File: config.mk
export PLATFORM = sky130hd
export DESIGN_NAME = stage_memory_wb
export DESIGN_NICKNAME = d
export VERILOG_FILES = /design/src/rtl/stage_memory_wb.sv
export SDC_FILE = /design/constraint.sdc
export NUM_CORES = 1
export LEC_CHECK = 0
export ABC_AREA = 1
export CAP_MARGIN = 30
export CORE_MARGIN = 5
export CORE_UTILIZATION = 43
export DETAILED_ROUTE_END_ITERATION = 10
export PLACE_DENSITY = 0.81
export SYNTH_ARGS = -nofsm -noshare
export SYNTH_HDL_FRONTEND = slang
export SYNTH_SLANG_ARGS = --single-unit
File: constraint.sdc
create_clock -name clk -period 1.7 [get_ports clk]
set_input_delay 0.17 -clock clk [delete_from_list [all_inputs] [get_ports clk]]
set_output_delay 0.17 -clock clk [all_outputs]
set_load 0.03 [all_outputs]
File: src/rtl/stage_memory_wb.sv
// Memory-access + writeback stage of the RV32I pipeline: issues data-memory loads/stores over a
// req/ready + rvalid handshake, aligns/extends load data and drives the register-file write port.
module stage_memory_wb #(
   parameter int ADDR_W = 32
) (
   input  logic              clk,
   input  logic              rst,
   input  logic              ex_valid,
   input  logic [31:0]       ex_alu_result,
   input  logic [31:0]       ex_rs_data2,
   input  logic [4:0]        ex_rd,
   input  logic [2:0]        ex_funct3,
   input  logic [1:0]        ex_result_src,
   input  logic              ex_regfile_wr_enable,
   input  logic              ex_datamem_wr_enable,
   input  logic [31:0]       ex_instr_addr_plus,
   output logic              mem_stall,
   output logic              misalign_err,
   output logic              dmem_req,
   output logic              dmem_we,
   output logic [ADDR_W-1:0] dmem_addr,
   output logic [31:0]       dmem_wdata,
   output logic [3:0]        dmem_be,
   input  logic              dmem_ready,
   input  logic              dmem_rvalid,
   input  logic [31:0]       dmem_rdata,
   output logic [4:0]        wb_wr_addr,
   output logic [31:0]       wb_wr_data,
   output logic              wb_regfile_wr_enable
);

   typedef enum logic [1:0] {IDLE, REQ, RESP} state_t;

   state_t      state;
   logic [4:0]  rd_q;
   logic        wr_en_q;
   logic [1:0]  off_q;
   logic [1:0]  size_q;
   logic        uns_q;

   logic        is_store;
   logic        is_mem;
   logic [1:0]  off;
   logic        misaligned;
   logic [3:0]  be_c;
   logic [31:0] wdata_c;
   logic [31:0] alu_or_link;
   logic [7:0]  byte_sel;
   logic [15:0] half_sel;
   logic [31:0] load_ext;

   assign mem_stall = (state != IDLE);

   // Lane/alignment decode; funct3[1:0] of 1x (incl. unsupported encodings) is a word access.
   always_comb begin
      is_store    = ex_datamem_wr_enable;
      is_mem      = is_store || (ex_result_src == 2'b01);
      off         = ex_alu_result[1:0];
      alu_or_link = (ex_result_src == 2'b10) ? ex_instr_addr_plus : ex_alu_result;
      be_c        = 4'b1111;
      wdata_c     = ex_rs_data2;
      misaligned  = 1'b0;
      case (ex_funct3[1:0])
         2'b00: begin
            be_c    = 4'b0001 << off;
            wdata_c = {4{ex_rs_data2[7:0]}};
         end
         2'b01: begin
            be_c       = off[1] ? 4'b1100 : 4'b0011;
            wdata_c    = {2{ex_rs_data2[15:0]}};
            misaligned = off[0];
         end
         default: begin
            be_c       = 4'b1111;
            wdata_c    = ex_rs_data2;
            misaligned = (off != 2'b00);
         end
      endcase
   end

   always_comb begin
      byte_sel = dmem_rdata[{off_q, 3'b000} +: 8];
      half_sel = off_q[1] ? dmem_rdata[31:16] : dmem_rdata[15:0];
      case (size_q)
         2'b00:   load_ext = uns_q ? {24'h0, byte_sel} : {{24{byte_sel[7]}}, byte_sel};
         2'b01:   load_ext = uns_q ? {16'h0, half_sel} : {{16{half_sel[15]}}, half_sel};
         default: load_ext = dmem_rdata;
      endcase
   end

   always_ff @(posedge clk) begin
      if (rst) begin
         state                <= IDLE;
         misalign_err         <= 1'b0;
         dmem_req             <= 1'b0;
         dmem_we              <= 1'b0;
         dmem_addr            <= '0;
         dmem_wdata           <= '0;
         dmem_be              <= '0;
         wb_wr_addr           <= '0;
         wb_wr_data           <= '0;
         wb_regfile_wr_enable <= 1'b0;
         rd_q                 <= '0;
         wr_en_q              <= 1'b0;
         off_q                <= '0;
         size_q               <= '0;
         uns_q                <= 1'b0;
      end else begin
         wb_regfile_wr_enable <= 1'b0;
         misalign_err         <= 1'b0;
         case (state)
            IDLE: begin
               if (ex_valid) begin
                  if (!is_mem) begin
                     wb_wr_addr           <= ex_rd;
                     wb_wr_data           <= alu_or_link;
                     wb_regfile_wr_enable <= ex_regfile_wr_enable && (ex_rd != 5'd0);
                  end else if (misaligned) begin
                     misalign_err <= 1'b1;
                  end else begin
                     dmem_req   <= 1'b1;
                     dmem_we    <= is_store;
                     dmem_addr  <= {ex_alu_result[ADDR_W-1:2], 2'b00};
                     dmem_wdata <= wdata_c;
                     dmem_be    <= be_c;
                     rd_q       <= ex_rd;
                     wr_en_q    <= ex_regfile_wr_enable && !is_store && (ex_rd != 5'd0);
                     off_q      <= off;
                     size_q     <= ex_funct3[1:0];
                     uns_q      <= ex_funct3[2];
                     state      <= REQ;
                  end
               end
            end
            REQ: begin
               if (dmem_ready) begin
                  dmem_req <= 1'b0;
                  state    <= dmem_we ? IDLE : RESP;
               end
            end
            RESP: begin
               if (dmem_rvalid) begin
                  wb_wr_addr           <= rd_q;
                  wb_wr_data           <= load_ext;
                  wb_regfile_wr_enable <= wr_en_q;
                  state                <= IDLE;
               end
            end
            default: state <= IDLE;
         endcase
      end
   end

endmodule

==> results by group <==
Status
  – Status: finished clean

Detailed routing
  – Routed WL: roughly 22000 um
  – Number of DRC violations after detailed-routing iteration 0: 519
  – Detailed-route DRC error count: 0
  – Overall via count from detail_route: around 6900
  – ANT nets after route: 0
  – First-pass detailed-route iteration total: 6
  – Final routed wire length divided by cell count: ~16 um
  – Number of vias per cell after detailed routing: between 5 and 6

Critical path
  – R2R Path Start: state[1]
  – Cell with the largest stage delay on the worst path: sky130_fd_sc_hd__clkdlybuf4s50_1
  – Top fanout value on the critical path: 2
  – CP Data Required Time: 1.53 ns
  – Critical path buffer and inverter count: 1
  – Crit Path Category: register to output pin
  – Top cell family by delay on the critical path: buffers and inverters
  – Arrival time of the worst setup path: ~1.5 ns
  – Beginning of the critical path: wb_wr_data[15]
  – Type of element launching the critical path: register
  – Crit. End Element: output pin
  – Worst path max stage delay: ~0.7 ns
  – Cells traversed along the worst timing path: clkdlybuf4s50_1

Clocking
  – CTS tree: yes
  – Clock net sink count: 120
  – Number of hold buffers added after CTS: 0
  – Number of H-tree levels: 4
  – Clock root buffer: sky130_fd_sc_hd__clkbuf_16
  – Maximum root-to-sink buffer count: 2
  – Latest clock arrival within the worst-skew pair: about 0.42 ns
  – Number of buffers added by the clock tree synthesis step: 17
  – Clock-pin slew of the registers on the worst-case setup and hold paths: about 0.05 ns

Layout
  – Net count reported at finish: 1301
  – Share of final-layout standard cells stronger than drive strength 1: between 8 and 9%
  – Filler-free cell count of the finished design: 1343
  – Diode count: 0
  – Non-Filler Cell Area, Final: 0.00934 mm^2
  – Area Growth Syn to Fin: 57.7%

Timing
  – Endpoints failing setup: 0
  – Count of endpoints failing hold in the final timing report: 0
  – Maximum achievable frequency: slightly above 600 MHz
  – Slew Limit Headroom: 60.5%
  – Shortest clock period the worst path allows after layout: approximately 1.7 ns
  – Worst Skew: 0.00856 ns
  – Final Max Slew Viols: 0
  – Measured slew at the worst slew-check pin: just under 0.6 ns
  – Final period util: a little over nine tenths

Floorplanning
  – IO Pins: about 260
  – Core area: between 0.01 and 0.015 mm^2
  – Width of the die: 127 um
  – Standard-cell rows: 42
  – Die height: around 130 um
  – Starting density of the core: between 40 and 50%
  – Area of the die: between 0.015 and 0.02 mm^2

Placed design
  – Number of cells after detailed placement: 1311
  – Detailed placement HPWL: approximately 16000 um
  – Placer's final routability congestion estimate: just over 0.9
  – Area post-placement: about 0.009 mm^2
  – Port Buffer Count: 252

GRT
  – Via count of the first global-routing pass: approximately 6400
  – Maximum number of pins on one net before global-route repair: 54
  – First-pass GRT wire length: about 33000 um
  – GRT Resource Usage Total: between 20% and 30%
  – Overall overflow remaining after global route: 0
  – Number of antenna violations at the first check in global routing: 0

Logic synthesis
  – Synthesized area per cell: 6.56 um^2
  – Total standard cell area after synthesis: roughly 0.006 mm^2
  – Cell count after synthesis: approximately 900
  – YS warnings: 0
  – Number of register bits inferred by synthesis: 120
  – Sequential cell area fraction in the yosys report: around two fifths
  – Synth cell types: 28

Worst hold path
  – Path type of the worst min-delay path: input pin to register
  – Worst hold start: rst

Power
  – Cell Pwr Density: just over 900 mW/mm^2
  – Peak supply drop: a little under 0.0007 V
  – Total power after layout: 8.45 mW
  – Leakage power: approximately 3.9 nW

Job
  – Maximum Capacitance Violations: 0
## synth_stat cells
cell type / instances / area share (%)
sky130_fd_sc_hd__clkbuf_2: 3 / 0.25
sky130_fd_sc_hd__nand2_4: 1 / 0.19
sky130_fd_sc_hd__dfxtp_1: 120 / 41
sky130_fd_sc_hd__inv_2: 3 / 0.19
sky130_fd_sc_hd__nand3_1: 60 / 5.1
sky130_fd_sc_hd__nand3_2: 1 / 0.17
sky130_fd_sc_hd__nor2_1: 58 / 3.7
sky130_fd_sc_hd__o21ai_2: 1 / 0.15
sky130_fd_sc_hd__buf_2: 16 / 1.4
sky130_fd_sc_hd__buf_4: 4 / 0.51
sky130_fd_sc_hd__a21oi_4: 1 / 0.27
sky130_fd_sc_hd__a21oi_1: 145 / 12
sky130_fd_sc_hd__o211ai_1: 1 / 0.13
sky130_fd_sc_hd__nor4_1: 1 / 0.11
sky130_fd_sc_hd__nand3b_1: 1 / 0.13
sky130_fd_sc_hd__nor3_1: 2 / 0.17
sky130_fd_sc_hd__nor2_2: 1 / 0.11
sky130_fd_sc_hd__a31oi_1: 8 / 0.85
sky130_fd_sc_hd__nor2_4: 3 / 0.57
sky130_fd_sc_hd__buf_6: 7 / 1.3
sky130_fd_sc_hd__o21ai_1: 1 / 0.084
sky130_fd_sc_hd__nand2_1: 288 / 18
sky130_fd_sc_hd__nand2_2: 5 / 0.53
sky130_fd_sc_hd__inv_1: 37 / 2.3
sky130_fd_sc_hd__o21ai_0: 91 / 7.7
sky130_fd_sc_hd__clkbuf_1: 35 / 2.2
sky130_fd_sc_hd__or2_2: 7 / 0.74
sky130_fd_sc_hd__conb_1: 1 / 0.063
## per-layer routing
layer / vias to the layer above / global-route usage (%) / routed length, um
met5: - / 0 / 0
met3: 39 / 8.06 / 2220
met1: 3118 / 32.3 / 8770
met4: 0 / 10.0 / 557
li1: 3460 / - / -
met2: 325 / 41.7 / 10200
## registers in the layout, summed over array words and instances, names as in the netlist, 2 cells and up
signal / flops
off_q: 2
wb_wr_addr: 5
state: 2
rd_q: 5
size_q: 2
dmem_addr: 30
dmem_wdata: 32
wb_wr_data: 32
dmem_be: 4
## cell type report
type	instances	area [um^2]
clock buffers	27	503
flip-flops and latches	120	2400
multi-input cells	678	3050
fillers	1164	4010
inverters	40	150
repair buffers	299	2970
well taps	176	220
clock inverters	3	40.0
## final timing paths
kind	end	slack, ns	cells after the start
worst max-delay path	wb_wr_data[15]	0.04	1
worst min-delay path	dmem_wdata[15]	0.25	4
worst max register to register	dmem_addr[19]	0.14	8
worst min register to register	rd_q[2]	0.45	2
## report_power, final
part / switching, mW / internal, mW / total [mW]
logic: 1.10 / 0.896 / 1.99
registers: 0.0962 / 3.01 / 3.10
clock network: 1.21 / 2.14 / 3.36
## placed cells by master (no fill, tap or decap), types with 3 or more instances in the layout
master	instances
sky130_fd_sc_hd__clkbuf_1	6
sky130_fd_sc_hd__a31oi_1	8
sky130_fd_sc_hd__clkdlybuf4s50_1	248
sky130_fd_sc_hd__buf_4	39
sky130_fd_sc_hd__nor2_1	57
sky130_fd_sc_hd__nand2_1	288
sky130_fd_sc_hd__or2_2	7
sky130_fd_sc_hd__inv_1	37
sky130_fd_sc_hd__clkbuf_8	4
sky130_fd_sc_hd__nand2_2	5
sky130_fd_sc_hd__nand3_1	60
sky130_fd_sc_hd__buf_12	8
sky130_fd_sc_hd__o21ai_0	91
sky130_fd_sc_hd__inv_2	3
sky130_fd_sc_hd__a21oi_1	145
sky130_fd_sc_hd__nor2_4	3
sky130_fd_sc_hd__clkbuf_16	17
sky130_fd_sc_hd__dfxtp_1	120
## logic make-up (layout without fill, tap and decap cells)
kind of cell           count (synthesis)  count (layout)  synth area share, %
DFF                                  120             120                 40.6
buffers and inverters                105             369                 8.20
and+or+nand+nor                      428             428                 29.7
other                                  1               2               0.0634
AOI/OAI and AO/OA                    248             248                 21.4
## stage by stage
step,util (%),TNS [ns],worst slack (ns),hold WS (ns)
final,69.9,0,0.0442,0.247
after CTS,69.8,0,0.0134,0.225
after detailed placement,65.7,-8.51,-0.190,0.441
after global routing,69.9,-0.000994,-0.000994,0.265
after global placement,65.7,-3.93,-0.125,0.432
after floorplan,-,0,0.190,0.313
## repair_timing
| action | CTS | global route |
|---|---|---|
| pin swaps | 0 | 1 |
| buffers inserted | 0 | 2 |
| gates resized for setup | 1 | 2 |
| setup endpoints to repair | 1 | 10 |
No activity file was read; power rests on OpenSTA's default activity.
